File: src/rtl/bt_pkg.sv
// bt_pkg: ASCII constants, message lengths and UART state type shared by the BT report transmitter.
package bt_pkg;
  localparam logic [7:0] CH_P  = 8'h50;
  localparam logic [7:0] CH_f  = 8'h66;
  localparam logic [7:0] CH_0  = 8'h30;
  localparam logic [7:0] CH_Q  = 8'h3F;
  localparam logic [7:0] CH_CR = 8'h0D;
  localparam logic [7:0] CH_LF = 8'h0A;
  localparam logic [3:0] LEN_PAT = 4'd4;
  localparam logic [3:0] LEN_FRM = 4'd12;
  typedef enum logic [1:0] {IDLE, START, DATA, STOP} tx_state_t;
  function automatic logic [7:0] digit_ch(input logic [3:0] d);
    return d <= 4'd9 ? {4'h3, d} : CH_Q;
  endfunction
endpackage

File: src/rtl/bt_report_tx_uart.sv
// uart_tx_byte: 8N1 byte serialiser; a new byte may be loaded in the last stop-bit cycle for gapless output.
module uart_tx_byte
  import bt_pkg::*;
#(
  parameter int CLKS_PER_BIT = 1000
) (
  input  logic       clk,
  input  logic       rst,
  input  logic       start,
  input  logic [7:0] data,
  output logic       ready,
  output logic       tx
);
  localparam int TW = $clog2(CLKS_PER_BIT);
  tx_state_t state, state_n;
  logic [TW-1:0] timer;
  logic [2:0] bit_cnt;
  logic [7:0] shreg;
  logic tick, load;
  assign tick  = timer == TW'(CLKS_PER_BIT - 1);
  assign ready = state == IDLE || (state == STOP && tick);
  assign load  = ready && start;
  assign tx    = state == START ? 1'b0 : state == DATA ? shreg[0] : 1'b1;
  always_comb begin
    state_n = state;
    if (load) state_n = START;
    else if (tick)
      state_n = state == START ? DATA :
                state == DATA  ? (bit_cnt == 3'd7 ? STOP : DATA) :
                state == STOP  ? IDLE : state;
  end
  always_ff @(posedge clk or posedge rst)
    if (rst) state <= IDLE;
    else state <= state_n;
  always_ff @(posedge clk or posedge rst)
    if (rst) begin
      timer   <= '0;
      bit_cnt <= '0;
      shreg   <= '1;
    end else begin
      timer <= (state == IDLE || tick) ? '0 : timer + 1'b1;
      if (load) begin
        shreg   <= data;
        bit_cnt <= '0;
      end else if (state == DATA && tick) begin
        shreg   <= {1'b1, shreg[7:1]};
        bit_cnt <= bit_cnt + 3'd1;
      end
    end
endmodule

File: src/rtl/bt_report_tx.sv
// bt_report_tx: sends Pattern acks and frame reports to the BT host as back-to-back 8N1 bytes.
module bt_report_tx
  import bt_pkg::*;
#(
  parameter int CLKS_PER_BIT = 1000
) (
  input  logic        CLOCK_10,
  input  logic        reset,
  input  logic        send_pattern,
  input  logic        send_frame,
  input  logic [2:0]  Pattern,
  input  logic [2:0]  frameNum,
  input  logic [31:0] frameRate,
  output logic        BT_Tx,
  output logic        busy,
  output logic        done
);
  logic active, is_frm, accept, ready, start, more;
  logic [3:0] byte_idx, nidx, last, d;
  logic [2:0] pat_q, fnum_q;
  logic [31:0] rate_q;
  logic [7:0] nxt, data;
  assign accept = !active && (send_frame || send_pattern);
  assign last   = (is_frm ? LEN_FRM : LEN_PAT) - 4'd1;
  assign more   = byte_idx != last;
  assign start  = accept || (active && ready && more);
  assign busy   = active;
  // The header byte is constant, so the first byte can start before the snapshot lands.
  always_comb begin
    nidx = byte_idx + 4'd1;
    d    = 4'(rate_q >> {nidx - 4'd2, 2'b00});
    nxt  = is_frm ? (nidx == 4'd1  ? CH_0 + {5'b0, fnum_q} :
                     nidx == 4'd10 ? CH_CR :
                     nidx == 4'd11 ? CH_LF : digit_ch(d)) :
                    (nidx == 4'd1  ? CH_0 + {5'b0, pat_q} :
                     nidx == 4'd2  ? CH_CR : CH_LF);
    data = accept ? (send_frame ? CH_f : CH_P) : nxt;
  end
  always_ff @(posedge CLOCK_10 or posedge reset)
    if (reset) begin
      active   <= 1'b0;
      is_frm   <= 1'b0;
      byte_idx <= '0;
      pat_q    <= '0;
      fnum_q   <= '0;
      rate_q   <= '0;
      done     <= 1'b0;
    end else begin
      done <= active && ready && !more;
      if (accept) begin
        active   <= 1'b1;
        is_frm   <= send_frame;
        byte_idx <= '0;
        pat_q    <= Pattern;
        fnum_q   <= frameNum;
        rate_q   <= frameRate;
      end else if (active && ready) begin
        if (more) byte_idx <= nidx;
        else active <= 1'b0;
      end
    end
  uart_tx_byte #(.CLKS_PER_BIT(CLKS_PER_BIT)) u_tx (
    .clk(CLOCK_10),
    .rst(reset),
    .start(start),
    .data(data),
    .ready(ready),
    .tx(BT_Tx)
  );
endmodule

File: config.mk
export PLATFORM = sky130hd
export DESIGN_NAME = bt_report_tx
export DESIGN_NICKNAME = d
export VERILOG_FILES = /design/src/rtl/bt_pkg.sv /design/src/rtl/bt_report_tx_uart.sv /design/src/rtl/bt_report_tx.sv
export SDC_FILE = /design/constraint.sdc
export NUM_CORES = 1
export LEC_CHECK = 0
export ABC_AREA = 1
export CAP_MARGIN = 20
export CORE_MARGIN = 4
export CORE_UTILIZATION = 45
export DETAILED_ROUTE_END_ITERATION = 10
export DONT_BUFFER_PORTS = 1
export PLACE_DENSITY = 0.74
export SYNTH_ARGS = -nofsm -noshare
export SYNTH_HDL_FRONTEND = slang
export SYNTH_SLANG_ARGS = --single-unit
File: constraint.sdc
create_clock -name CLOCK_10 -period 2.2 [get_ports CLOCK_10]
set_clock_uncertainty 0.15 [all_clocks]
set_input_delay 0.33 -clock CLOCK_10 [delete_from_list [all_inputs] [get_ports CLOCK_10]]
set_output_delay 0.33 -clock CLOCK_10 [all_outputs]
set_load 0.03 [all_outputs]
==> impl_metrics.tcl, run 1 <==
set metrics [dict create \
    drive_above_1_share 0.1944 \
    routed_wl_um 8800 \
    clock_sinks 68 \
    drt_iter0_drc 171 \
    grt_first_pass_wirelength_um 14450 \
    start_util 0.4663 \
    path_cells "buf_6 -> ha_4 -> nand2_1 -> nand2_2 -> nand2_1 -> nand2_4 -> nand2_2 -> nand2_2 -> nor2_4 -> nand2_2 -> nand2_1 -> nand2_1 -> nand2_1 -> nand2_1 -> nand2_1 -> nand2_1 -> a21oi_2" \
    drc_errors 0 \
    switching_share 0.2846 \
    synth_cells 475 \
    cts_buffers 9 \
    gp_congestion 0.9154 \
    vias_per_cell 4.977 \
    slew_headroom 0.6687 \
    max_stage_delay_ps 420 \
    cellInternalPower_w 0.002272 \
    tightest_slew_ps 497.0 \
    final-hold-violation-count 0 \
    critical_path_class "register to register" \
    cp_max_fo 4 \
    n_antenna_cell 0 \
    power_w 0.003176 \
    finalNonFillerCells 642 \
    synth_nets 528 \
    max-clock-path-buffers 2 \
    cp-start-kind "register" \
    ys_ff_latch 68 \
    worst_hold_path_type "input pin to register" \
    ys_types 36 \
    area_delta_synth_final_pct 28.88 \
    drt_pass1_iterations 5 \
    coreArea_um2 7767 \
    fp.dieW_um 97.72 \
    setup_tns_ps 0 \
    clkPwrFrac 0.367 \
    ios 45 \
    status "finished clean" \
    power_leakage_nw 2.291 \
    rsz0062_at_grt "yes" \
    die_h_um 97.72 \
    fp-row-count 32 \
    clk_latency_ps 350 \
    fmax_ghz 0.4620 \
    worst_setup_path_end_kind "register" \
    placedCellCount 583 \
    fillers 651 \
    arrival_ps 2300 \
    maxCapViolations 0 \
    nets 588 \
    clk_pin_slew_ps 80 \
    vias 3195 \
    synth_warnings 0 \
    numPortBuffers 0 \
    grt_max_degree 57 \
    synth.avg_cell_area_um2 7.626 \
    vdd_drop_max_mv 0.3462 \
    post-route-min-period_ps 2165 \
    pwr-share-comb 0.199 \
    overflow 0 \
    cts_htree_levels 3 \
    required_ps 2340 \
    crit_path_top_delay_cell "dfrtp_1" \
    antenna_found_initial 0 \
    async_flop_share 1.000 \
    tritoncts "done" \
    synth_area_um2 3622 \
    period_share 0.9840 \
    setup_viol 0 \
    hold_ws_ps 77.51 \
    gr-usage-all-layers 0.1852 \
    seq_power_share 0.435 \
    die_area_um2 9549 \
    maxSlewViolCount 0 \
    drtAntennaViolNets 0 \
    synth_enable_flop_cells 0 \
    path_common_cell "nand2_1" \
    final_util 0.6010 \
    wl_per_cell_um 13.71 \
    yosysSeqAreaShare 0.4725 \
    clockRootBuffer "clkbuf_8" \
    r2r_slack_ps 40 \
    p_sw_w 0.0009040 \
    ys.flop_type "dfrtp_1" \
    place.detailed.hpwl_um 5695 \
    grt_pass1_vias 3207 \
    powerDensity_nw_per_um2 680.3 \
]
[final timing paths]
path / startpoint / cells after the start / endpoint
max: byte_idx[0]$_DFFE_PP0P_ / 17 / u_tx.shreg[2]$_DFFE_PP1P_
min: send_pattern / 3 / busy$_DFFE_PP0P_
max reg2reg: byte_idx[0]$_DFFE_PP0P_ / 17 / u_tx.shreg[2]$_DFFE_PP1P_
min reg2reg: rate_q[23]$_DFFE_PP0P_ / 2 / rate_q[23]$_DFFE_PP0P_
max in group asynchronous: reset / 3 / rate_q[12]$_DFFE_PP0P_
min in group asynchronous: reset / 2 / rate_q[10]$_DFFE_PP0P_
[registers in the layout, summed over array words and instances, names as in the netlist]
signal,cells
busy,1
rate_q,32
u_tx.timer,10
u_tx.bit_cnt,3
fnum_q,3
u_tx.state,2
done,1
pat_q,3
u_tx.shreg,8
byte_idx,4
is_frm,1
[repair_timing]
action,CTS,global route
buffers inserted,0,4
gates resized for setup,0,44
hold endpoints to repair,54,0
hold buffers,39,0
setup endpoints to repair,0,7
[power groups by stage]
stage	logic [W]	clock network [W]	registers [W]
after global placement	0.000445	0	0.00140
after CTS	0.000514	0.00119	0.00138
after global routing	0.000698	0.00125	0.00139
after floorplan	0.000339	0	0.00139
after detailed placement	0.000456	0	0.00140
final	0.000631	0.00116	0.00138
[worst max-delay path, delay by kind of cell (launching register included)]
kind                       cells  cell delay [ps]
adders and majority gates      1              160
DFF                            1              420
buffers and inverters          1              150
AOI/OAI and AO/OA              1              140
and+or+nand+nor               14             1100
[synthesized netlist by cell type, types with 2 or more instances]
master    instances  share of area
nand2_2           6          0.010
nand2_1         186           0.19
nor2_1           22          0.023
a21oi_1          17          0.023
buf_2             2         0.0028
nor3_1            4         0.0055
dfrtp_1          60           0.41
nand2_4           3         0.0093
inv_1            47          0.049
clkbuf_1          8         0.0083
nand3_2           3         0.0083
a31oi_1           2         0.0035
o22ai_1           5         0.0086
buf_4             3         0.0062
ha_1             11          0.038
inv_2             3         0.0031
nand3_1          23          0.032
nor3b_1           5          0.010
clkinv_1          2         0.0021
o21ai_0          32          0.044
nor2_2            6          0.010
o21ai_1           3         0.0041
dfstp_2           8          0.058
nand4_1           2         0.0035
[kinds of logic after synthesis]
| logic type | count (synthesis) | synth area share |
|---|---|---|
| buffers and inverters | 68 | 0.07772 |
| and+or+nand+nor | 264 | 0.3143 |
| DFF | 68 | 0.4725 |
| AOI/OAI and AO/OA | 64 | 0.09741 |
| adders and majority gates | 11 | 0.03800 |
[layer usage]
layer / vias up / global-route usage / wire length, µm
met1: 1484 / 0.2408 / 3992
met3: 11 / 0.05025 / 384
li1: 1616 / - / -
met4: 0 / 0.06283 / 91
met2: 84 / 0.2999 / 4332
met5: - / 0 / 0
[area by class of cell]
cell class / count / area (µm²) / area share
Clock buffer: 10 / 137.6 / 0.02948
Clock inverter: 6 / 87.58 / 0.01876
Inverter: 53 / 207.7 / 0.04449
Multi-Input combinational cell: 339 / 1778 / 0.3809
Sequential cell: 68 / 1712 / 0.3667
Tap cell: 102 / 127.6 / 0.02734
Timing Repair Buffer: 64 / 618.1 / 0.1324
[placed cells by master (no fill, tap or decap), types with 5 or more instances in the layout]
cell type | netlist | routed
nand2_4 | 3 | 8
nor2_4 | 1 | 5
clkbuf_8 | 0 | 10
nand3_1 | 23 | 20
nor3b_1 | 5 | 5
o21ai_0 | 32 | 31
dlygate4sd3_1 | 0 | 39
nand2_2 | 6 | 17
inv_1 | 47 | 44
nand2_1 | 186 | 170
nand3_2 | 3 | 6
dfstp_2 | 8 | 8
o22ai_1 | 5 | 5
a21oi_1 | 17 | 14
ha_1 | 11 | 9
dfrtp_1 | 60 | 60
buf_4 | 3 | 19
inv_2 | 3 | 5
nor2_1 | 22 | 22
[per-stage QoR]
step           area [µm²]  setup slack, ps
6_report             4668            35.31
5_1_grt              4668           -89.81
4_1_cts              4472            6.605
3_5_place_dp         3856            10.18
3_3_place_gp         3856            106.1
2_1_floorplan        3626            21.73
(Power assumes the default switching activity.)
==> run 2, diff against run 1 <==
Settings changed: DONT_BUFFER_PORTS 1 to not set, PLACE_DENSITY 0.74 to 0.79.
Clock period 2.2 ns to 2 ns, I/O delays scaled along.
==> impl_metrics.tcl, run 2 (synthesis gave the netlist of run 1 again) <==
set metrics [dict create \
    required_ps 2130 \
    routed_wl_um 8234 \
    r2r_slack_ps -40 \
    fp-row-count 32 \
    pwr-share-comb 0.203 \
    cts_htree_levels 3 \
    start_util 0.4663 \
    drt_pass1_iterations 4 \
    seq_power_share 0.484 \
    power_leakage_nw 2.259 \
    period_share 1.021 \
    grt_max_degree 50 \
    coreArea_um2 7767 \
    setup_tns_ps -90.55 \
    cellInternalPower_w 0.002200 \
    area_delta_synth_final_pct 28.46 \
    antenna_found_initial 0 \
    arrival_ps 2170 \
    rsz0062_at_grt "yes" \
    clockRootBuffer "clkbuf_8" \
    numPortBuffers 44 \
    worstRegToRegCells 16 \
    crit_path_top_delay_cell "dfrtp_2" \
    ios 45 \
    post-route-min-period_ps 2041 \
    die_h_um 97.72 \
    grt_first_pass_wirelength_um 14120 \
    fp.dieW_um 97.72 \
    p_sw_w 0.0009449 \
    clock_sinks 68 \
    n_antenna_cell 0 \
    vias_per_cell 4.896 \
    vdd_drop_max_mv 0.3612 \
    fmax_ghz 0.4898 \
    setup_viol 4 \
    path_common_cell "nand2_1" \
    clkPwrFrac 0.314 \
    largest_register_ffs 32 \
    status "complete, but fails checks" \
    gr-usage-all-layers 0.1782 \
    clk_latency_ps 340 \
    max-clock-path-buffers 2 \
    die_area_um2 9549 \
    vias 3197 \
    worst_r2r_startpoint "byte_idx[0]$_DFFE_PP0P_" \
    fin_ws_ps -41.48 \
    nets 599 \
    pre_cts_slack_ps -59.16 \
    cts_hold_buffers 0 \
    overflow 0 \
    crit_buf_inv 2 \
    gp_congestion 0.8937 \
    drc_errors 0 \
    cts_buffers 9 \
    cpLargestDelayFamily "simple AND/OR/NAND/NOR gates" \
    powerDensity_nw_per_um2 675.9 \
    grt_pass1_vias 3092 \
    maxCapViolations 0 \
    power_w 0.003145 \
    maxSlewViolCount 0 \
    cp-start-kind "register" \
    final_common_cell "nand2_1" \
    violations "negative setup slack" \
    wl_per_cell_um 12.61 \
    worst_hold_path_type "input pin to asynchronous set/reset pin" \
    slew_headroom 0.7042 \
    max_stage_delay_ps 420 \
    drtAntennaViolNets 0 \
    top_regs "rate_q (32), u_tx.timer (10), u_tx.shreg (8)" \
    final-hold-violation-count 0 \
    path_cells "clkinv_4 -> ha_4 -> buf_6 -> nand3_4 -> nand2_2 -> nand2_1 -> nand2_1 -> nor2_2 -> nand2_2 -> nand2_1 -> nand2_1 -> nand2_1 -> nand2_1 -> nand2_1 -> nand2_1 -> a21oi_2" \
    regMostFlops "rate_q" \
    switching_share 0.3004 \
    drive_above_1_share 0.1869 \
    worst_setup_path_end_kind "register" \
    critical_path_class "register to register" \
    tightest_slew_ps 442.8 \
    clk_pin_slew_ps 80 \
    r2r-end "u_tx.shreg[2]$_DFFE_PP1P_" \
    tritoncts "done" \
    place.detailed.hpwl_um 6242 \
    drt_iter0_drc 151 \
    mostFrequentLayoutCells "180 x nand2_1, 59 x dfrtp_1, 43 x clkdlybuf4s50_1" \
    cp_max_fo 6 \
]
-- run 2: final cells by class --
cell class                 count  area (µm²)
fill                         706        3114
sequential                    68        1713
multi-input combinational    339        1713
timing repair buffer          75       711.9
inverter                      53       220.2
tap                          102       127.6
clock buffer                   9       123.9
clock inverter                 7       43.79
-- run 2: power groups by stage --
stage | sequential, W | combinational, W | clock [W]
global route | 0.00153 | 0.000720 | 0.00108
CTS | 0.00152 | 0.000613 | 0.00101
detailed placement | 0.00155 | 0.000607 | 0
finish | 0.00152 | 0.000637 | 0.000987
global placement | 0.00154 | 0.000588 | 0
floorplan | 0.00153 | 0.000389 | 0
-- run 2: worst max-delay path by stage --
stage                             from                   endpoint  slack [ps]  depth (start not counted)
5_1_grt        byte_idx[0]$_DFFE_PP0P_  u_tx.shreg[2]$_DFFE_PP1P_        -190                         16
3_5_place_dp   byte_idx[0]$_DFFE_PP0P_  u_tx.shreg[1]$_DFFE_PP1P_         -60                         17
6_report       byte_idx[0]$_DFFE_PP0P_  u_tx.shreg[2]$_DFFE_PP1P_         -40                         16
4_1_cts        byte_idx[0]$_DFFE_PP0P_  u_tx.shreg[2]$_DFFE_PP1P_         -20                         17
2_1_floorplan  byte_idx[0]$_DFFE_PP0P_  u_tx.shreg[1]$_DFFE_PP1P_         -70                         18
3_3_place_gp   byte_idx[0]$_DFFE_PP0P_  u_tx.shreg[1]$_DFFE_PP1P_          -7                         17
-- run 2: worst register-to-register path, cell delays in order (launching register included) --
cell and delay, ps:
dfrtp_2 420, clkinv_4 70, ha_4 280, buf_6 140, nand3_4 70, nand2_2 60
nand2_1 60, nand2_1 60, nor2_2 130, nand2_2 80, nand2_1 60, nand2_1 50
nand2_1 50, nand2_1 50, nand2_1 50, nand2_1 60, a21oi_2 130
-- run 2: timing repair --
| item | in CTS | in global routing |
|---|---|---|
| resized for setup | 6 | 18 |
| pin swaps | 0 | 8 |
| setup buffers | 0 | 2 |
| endpoints found under the setup margin | 5 | 15 |
-- run 2: stage by stage --
step	cells	utilization	hold WS (ps)	area, µm²
floorplan	475	-	259.6	3660
CTS	652	0.5899	160.4	4582
global route	653	0.5991	186.4	4653
finish	653	0.5991	161.2	4653
global placement	636	0.5665	301.7	4400
detailed placement	636	0.5665	312.0	4400
-- run 2: per-layer routing --
metal  vias up  wire (µm)  GRT usage  share of wire
li1       1632          -          -              -
met1      1493       3718     0.2319           0.45
met2        60       4083     0.3026           0.50
met3        12        306    0.03159          0.037
met4         0        125    0.05644          0.015
met5         -          0          0              0
